$ cat src/rtl/vga_timing_gen.sv
`default_nettype none
// ============================================================================
// Module   : vga_timing_gen
// Purpose  : Parametrised VGA raster timing generator with pixel-clock divider,
//            line/frame strobes, run enable and matched output pipeline.
// Revision : 1.0 - initial release
// ============================================================================
module vga_timing_gen #(
  parameter int H_ACTIVE = 800,
  parameter int H_FP     = 40,
  parameter int H_SYNC   = 128,
  parameter int H_BP     = 88,
  parameter int V_ACTIVE = 600,
  parameter int V_FP     = 1,
  parameter int V_SYNC   = 4,
  parameter int V_BP     = 23,
  parameter bit HS_POL   = 1'b1,
  parameter bit VS_POL   = 1'b1,
  parameter int PIX_DIV  = 1,
  parameter int PIPE     = 0,
  parameter int CNT_W    = 11
) (
  input  logic             clk40m,
  input  logic             rst,
  input  logic             run,
  output logic [CNT_W-1:0] hcntout,
  output logic [CNT_W-1:0] vcntout,
  output logic             hsync,
  output logic             vsync,
  output logic             henable,
  output logic             venable,
  output logic             pix_en,
  output logic             line_start,
  output logic             frame_start
);

  localparam int c_H_TOTAL = H_ACTIVE + H_FP + H_SYNC + H_BP;
  localparam int c_V_TOTAL = V_ACTIVE + V_FP + V_SYNC + V_BP;

  generate
    if (c_H_TOTAL > (1 << CNT_W) || c_V_TOTAL > (1 << CNT_W)) begin : g_err_total
      $error("vga_timing_gen: raster totals exceed counter range");
    end
    if (PIX_DIV < 1 || PIX_DIV > 8) begin : g_err_div
      $error("vga_timing_gen: PIX_DIV out of range 1..8");
    end
    if (PIPE < 0 || PIPE > 4) begin : g_err_pipe
      $error("vga_timing_gen: PIPE out of range 0..4");
    end
  endgenerate

  // One extra bit so the comparisons stay exact even when a total is 2^CNT_W
  typedef logic [CNT_W:0] cmp_t;

  localparam logic [2:0] c_DIV_LAST = 3'(PIX_DIV - 1);
  localparam cmp_t c_H_LAST   = cmp_t'(c_H_TOTAL - 1);
  localparam cmp_t c_V_LAST   = cmp_t'(c_V_TOTAL - 1);
  localparam cmp_t c_H_ACT    = cmp_t'(H_ACTIVE);
  localparam cmp_t c_V_ACT    = cmp_t'(V_ACTIVE);
  localparam cmp_t c_HS_START = cmp_t'(H_ACTIVE + H_FP);
  localparam cmp_t c_HS_END   = cmp_t'(H_ACTIVE + H_FP + H_SYNC);
  localparam cmp_t c_VS_START = cmp_t'(V_ACTIVE + V_FP);
  localparam cmp_t c_VS_END   = cmp_t'(V_ACTIVE + V_FP + V_SYNC);

  typedef struct packed {
    logic [CNT_W-1:0] h;
    logic [CNT_W-1:0] v;
    logic             hs;
    logic             vs;
    logic             he;
    logic             ve;
    logic             pe;
    logic             ls;
    logic             fs;
  } out_t;

  localparam out_t c_IDLE = '{h: '0, v: '0, hs: ~HS_POL, vs: ~VS_POL,
                              he: 1'b0, ve: 1'b0, pe: 1'b0, ls: 1'b0, fs: 1'b0};

  logic [2:0]       r_dcnt;
  logic [CNT_W-1:0] r_h;
  logic [CNT_W-1:0] r_v;
  logic             w_pe;
  cmp_t             w_h_ext;
  cmp_t             w_v_ext;
  out_t             w_dec;
  out_t             r_pipe [PIPE+1];

  assign w_pe    = (r_dcnt == c_DIV_LAST);
  assign w_h_ext = {1'b0, r_h};
  assign w_v_ext = {1'b0, r_v};

  always_ff @(posedge clk40m or posedge rst) begin
    if (rst) begin
      r_dcnt <= 3'd0;
      r_h    <= '0;
      r_v    <= '0;
    end else if (!run) begin
      r_dcnt <= 3'd0;
      r_h    <= '0;
      r_v    <= '0;
    end else begin
      r_dcnt <= w_pe ? 3'd0 : r_dcnt + 3'd1;
      if (w_pe) begin
        if (w_h_ext == c_H_LAST) begin
          r_h <= '0;
          r_v <= (w_v_ext == c_V_LAST) ? '0 : r_v + 1'b1;
        end else begin
          r_h <= r_h + 1'b1;
        end
      end
    end
  end

  // Stopped generator presents the idle raster, independent of stale state
  always_comb begin
    w_dec = c_IDLE;
    if (run) begin
      w_dec.h  = r_h;
      w_dec.v  = r_v;
      w_dec.hs = ((w_h_ext >= c_HS_START) && (w_h_ext < c_HS_END)) ? HS_POL : ~HS_POL;
      w_dec.vs = ((w_v_ext >= c_VS_START) && (w_v_ext < c_VS_END)) ? VS_POL : ~VS_POL;
      w_dec.he = (w_h_ext < c_H_ACT);
      w_dec.ve = (w_v_ext < c_V_ACT);
      w_dec.pe = w_pe;
      w_dec.ls = w_pe && (r_h == '0);
      w_dec.fs = w_pe && (r_h == '0) && (r_v == '0);
    end
  end

  always_ff @(posedge clk40m or posedge rst) begin
    if (rst) r_pipe[0] <= c_IDLE;
    else     r_pipe[0] <= w_dec;
  end

  generate
    for (genvar i = 1; i <= PIPE; i++) begin : g_pipe
      always_ff @(posedge clk40m or posedge rst) begin
        if (rst) r_pipe[i] <= c_IDLE;
        else     r_pipe[i] <= r_pipe[i-1];
      end
    end
  endgenerate

  assign hcntout     = r_pipe[PIPE].h;
  assign vcntout     = r_pipe[PIPE].v;
  assign hsync       = r_pipe[PIPE].hs;
  assign vsync       = r_pipe[PIPE].vs;
  assign henable     = r_pipe[PIPE].he;
  assign venable     = r_pipe[PIPE].ve;
  assign pix_en      = r_pipe[PIPE].pe;
  assign line_start  = r_pipe[PIPE].ls;
  assign frame_start = r_pipe[PIPE].fs;

endmodule
`default_nettype wire
$ cat config.mk
export PLATFORM = sky130hd
export DESIGN_NAME = vga_timing_gen
export DESIGN_NICKNAME = d
export VERILOG_FILES = /design/src/rtl/vga_timing_gen.sv
export SDC_FILE = /design/constraint.sdc
export NUM_CORES = 1
export LEC_CHECK = 0
export CORE_MARGIN = 1.5
export CORE_UTILIZATION = 35
export DETAILED_ROUTE_END_ITERATION = 8
export SLEW_MARGIN = 0
export SYNTH_ARGS = -nofsm -noshare
export SYNTH_HDL_FRONTEND = slang
export SYNTH_SLANG_ARGS = --single-unit
$ cat constraint.sdc
create_clock -name clk40m -period 2.13 [get_ports clk40m]
set_input_delay 0.3195 -clock clk40m [delete_from_list [all_inputs] [get_ports clk40m]]
set_output_delay 0.3195 -clock clk40m [all_outputs]
set_load 0.01 [all_outputs]
* Word level (Yosys, flattened, before mapping)
Index checks and enable logic that the tools add are counted.
Operators by class: add/sub/neg operators 3, $mul 0, div/mod/pow operators 0, $lt $le $gt $ge 6, eq/ne operators 4, shifts and indexed selects 0, multiplexer cells 12, bitwise gates (word level) 0, reductions and logical operators 8
Operators by type and width (number):
- two-way mux 11 bit | 7
- < comparator 11 x 10 -> 1 bit, second input constant | 4
- two-way mux 29 bit | 1
- adder 11 x 1 -> 11 bit, second input constant | 2
- greater-or-equal comparator 11 x 10 -> 1 bit, second input constant | 2
- logical NOT 11 bit | 2
- equality test 11 x 10 -> 1 bit, second input constant | 1
- equality test 11 bit, second input constant | 1
- two-way mux 3 bit | 2
- logical AND 1 bit | 4
- != test 2 x 1 -> 1 bit, second input constant | 2
- adder 3 x 1 -> 3 bit, second input constant | 1
- logical NOT 3 bit | 1
- two-way mux 1 bit | 2
- AND reduction 2 bit | 1
Storage, ports and cells: register bits after elaboration 54, bits in latches 0, RAM bits 0, memory bits (read-only) 0, input port bits 3, output and inout port bits 29, logic and storage cells 45, memories kept 0

* Logic depth before layout (Yosys ltp)
depth in word-level cells 5, mapped depth 7, mapped depth without buffers 6

* Worst setup path before layout
No wires, ideal clock.
path kind reg2reg, start point register r_h[7], end point register r_v[4], setup time 0.126 ns, data arrival time 1.697 ns, required time 2.004 ns, setup slack 0.307 ns, cell stages (with the launch flop) 6, path buffers 1, period minus slack after synthesis 1.823 ns, cells stage by stage dfrtp_1 -> or3_4 -> o41ai_4 -> buf_6 -> o41a_2 -> o22ai_1
On the way: word-level cells in the longest chain between the ends 3
RTL lines:
- from (decl) | line 81 | logic [CNT_W-1:0] r_h;
- from (signal assigned) | line 109 | r_h <= r_h + 1'b1;
- equality test 11 bit | line 105 | if (w_h_ext == c_H_LAST) begin
- != test 2 x 1 -> 1 bit (no source line)
- AND reduction 2 bit (no source line)
- to (signal assigned) | line 107 | r_v <= (w_v_ext == c_V_LAST) ? '0 : r_v + 1'b1;
- to (decl) | line 82 | logic [CNT_W-1:0] r_v;
No other way between the ends. A chain may end at the register's enable or synchronous reset.

* Worst setup path in the final report
start point register r_h[1], end point register r_v[10]
Same word-level chain as after synthesis.

==> flow_summary_export.csv <==
group,metric,value,unit
sta,fmax,0.515,GHz
critical_path,startpoint_type,"flip-flop",
run_status,status,"finished clean",
power,power.share.switching,23.3,%
hold_path,hold_class,"in2async",
global_route,overflow,0,
clock_tree,cts-root-buf,"clkbuf_8",
sta,slew_violations,0,
clock_tree,path_clk_slew,0.10,ns
sta,tightestPinTransition,0.521,ns
logic_synthesis,synth_enable_flop_cells,0,
clock_tree,numCtsBuffers,5,
power,ir_drop,0.000219,V
logic_synthesis,ys.flop_type,"dfrtp_1",
clock_tree,cts_sinks,54,
power,power_frac_comb,8.6,%
floorplanning,die_x,87.2,um
logic_synthesis,synth_nets,245,
final_layout,mostFrequentLayoutCells,"dfrtp_1, clkdlybuf4s50_1, nor2_1, buf_4, and2_1",
global_route,antenna_found_initial,0,
final_layout,diodes,0,
power,p_sw,408,uW
sta,slew_headroom,64.4,%
clock_tree,h-tree-depth,2,
sta,finalHoldViolCount,0,
routing,vias_per_cell,4.91,
floorplanning,dieArea,7610,um2
clock_tree,postCtsSetupRepairBufs,0,
clock_tree,cts_tree,"built",
floorplanning,fp.coreArea,6830,um2
logic_synthesis,postSynthAreaPerCell,10.6,um2
routing,vias,1871,
global_route,grt_max_degree,55,
logic_synthesis,synth_area,2480,um2
logic_synthesis,netlist-cell-type-count,46,
critical_path,crit_family,"simple AND/OR/NAND/NOR gates",
global_route,track_usage,15.3,%
final_layout,final_common_cell,"dfrtp_1",
final_layout,fill_cells,658,
critical_path,path_class,"reg2reg",
critical_path,crit_path_top_delay_cell,"or4b_1",
clock_tree,clockBufferDepth,2,
placement,placed_area,3040,um2
global_route,grt_pass1_wl,8.98,mm
critical_path,crit_path_end_kind,"flip-flop",
critical_path,crit_fanout,4,
critical_path,critPathBufInv,1,
global_route,grt-busiest-layer,"met2",
sta,fin_crit,1.94,ns
floorplanning,start_util,36.4,%
placement,pre_cts_slack,0.216,ns
logic_synthesis,yosys_warnings,0,
logic_synthesis,async_reset_ff_share,100,%
global_route,grt_util_met1,21.4,%
routing,avgRoutedWirePerCell,13.8,um
final_layout,drive_above_1_share,13.3,%
final_layout,area_growth,25.9,%
routing,wirelength,5.25,mm
critical_path,reg2reg_depth,6,
flow_run,maxCapViolCount,0,
sta,tns,0,ns
critical_path,path_cells,"ha_1 -> nand4_1 -> buf_4 -> nor4_2 -> or4b_1 -> o211ai_2",
critical_path,crit_arrival,2.17,ns
critical_path,reg2reg_to,"r_v[10]$_DFFE_PP0P_",
final_layout,post-route-cell-area,3130,um2
sta,finalClockSkew,0.00980,ns
clock_tree,clk_latency,0.31,ns
final_layout,fin_nets,294,
global_route,gr-usage-met3,2.75,%
critical_path,reg2reg_slack,0.19,ns
floorplanning,num_rows,30,
power,clkPwrFrac,31.3,%
power,power.share.sequential,60.1,%
clock_tree,cts-resized-gates,0,
critical_path,max_stage_delay,0.48,ns
sta,finalWorstSetupSlack,0.188,ns
power,p_leak,1.40,nW
logic_synthesis,ys_seq_area_share,54.4,%
routing,route.detailed.drc,0,
critical_path,rr_startpoint,"r_h[1]$_DFFE_PP0P_",
sta,period_share,91.2,%
placement,place_hpwl,3.75,mm
logic_synthesis,synthCells,235,
logic_synthesis,synthTopCellsByArea,"dfrtp_1, nor2_1, and2_1",
sta,final-setup-viol-count,0,
sta,rsz0062_at_grt,"false",
critical_path,crit_required,2.36,ns
placement,routabilityCongestion,0.817,
power,intPower,1.34,mW
floorplanning,ios,32,
global_route,grt_use_met2,23.6,%
routing,drtPass1Iterations,4,
routing,drt_iter0_markers,136,
clock_tree,hold_buffers,0,
logic_synthesis,yosysTopAreaCell,"dfrtp_1",
placement,port_buffers,31,
routing,ant_nets,0,
floorplanning,die_y,87.2,um
global_route,grt_pass1_vias,1828,
logic_synthesis,ys_ff_latch,54,
logic_synthesis,netlist.area_leader.share,54.4,%
final_layout,final_util,45.8,%
power,power_density,559,nW/um2
-- Yosys cell counts (2+ instances only) --
cell       count
dfrtp_1       54
or4b_1         2
nor2b_1        2
a211oi_1       2
a21oi_1        2
o21ai_0        3
nor2_1        26
and2_1        15
a31oi_1        3
inv_1         14
a41oi_1        2
xor2_1         5
nand2b_1       3
nand4_1        5
or3_1          3
nand3_1        7
o21ai_1        6
clkbuf_1       9
a22o_1         7
nand3b_1       2
nor4_1         5
nand2_1       13
ha_1           7
nor3_1         8
o22ai_1        2
xnor2_1        5
a2111oi_0      2
and3_1         3
-- area by class of cell --
cell class | instances | area (um2) | share of cell area, %
clock buffer | 6 | 72.6 | 2.32
inverter | 14 | 52.6 | 1.68
timing repair buffer | 53 | 488 | 15.6
clock inverter | 2 | 13.8 | 0.440
sequential | 54 | 1350 | 43.2
tap | 96 | 120 | 3.84
multi-input combinational | 156 | 1030 | 32.9
-- state kept, by name, indices dropped and copies added, names as in the netlist --
register and cells:
r_h 11, pix_en 1, line_start 1, venable 1, r_v 11, hcntout 11
vcntout 11, henable 1, r_dcnt 3, vsync 1, frame_start 1, hsync 1
-- metrics by stage --
| step | hold slack [ns] | instances | total power, mW |
|---|---|---|---|
| after detailed placement | 0.463 | 373 | 1.22 |
| after global routing | 0.394 | 381 | 1.84 |
| final | 0.372 | 381 | 1.75 |
| after floorplan | 0.432 | 235 | 1.15 |
| after global placement | 0.450 | 373 | 1.22 |
| after CTS | 0.378 | 381 | 1.77 |
-- kinds of logic after synthesis --
kind of cell,after synthesis,synth area share [%]
AND/OR/NAND/NOR,102,22.5
flip-flops,54,54.4
AO/OA/AOI/OAI,36,11.5
buffers and inverters,25,4.13
XOR/XNOR,10,3.53
adder cells (fa/ha/maj),7,3.53
multiplexers,1,0.403
-- power groups by stage --
stage	registers, mW	logic [mW]	clock network, mW
final	1.05	0.150	0.547
after global placement	1.07	0.150	0
after CTS	1.05	0.151	0.572
after floorplan	1.08	0.0751	0
after global routing	1.05	0.167	0.617
after detailed placement	1.07	0.151	0
-- metal layers --
layer	vias up	wire length [um]
met5	-	0
met2	48	2410
met4	0	76
met3	6	194
li1	919	-
met1	898	2560
-- worst max-delay path by stage --
stage | from | endpoint | slack [ns] | cells past startpoint
3_5_place_dp | run | r_h[10]$_DFFE_PP0P_ | 0.22 | 5
5_1_grt | r_h[1]$_DFFE_PP0P_ | r_v[10]$_DFFE_PP0P_ | 0.08 | 6
2_1_floorplan | r_h[7]$_DFFE_PP0P_ | r_v[4]$_DFFE_PP0P_ | 0.31 | 5
6_report | r_h[1]$_DFFE_PP0P_ | r_v[10]$_DFFE_PP0P_ | 0.19 | 6
4_1_cts | r_h[1]$_DFFE_PP0P_ | r_v[10]$_DFFE_PP0P_ | 0.20 | 6
3_3_place_gp | r_h[1]$_DFFE_PP0P_ | r_v[10]$_DFFE_PP0P_ | 0.22 | 6
-- worst min-delay path: stages --
cell	delay, ns
clkdlybuf4s50_1	0.41
inv_2	0.07
buf_12	0.26
Note: power is estimated with default switching activity, not from simulation.
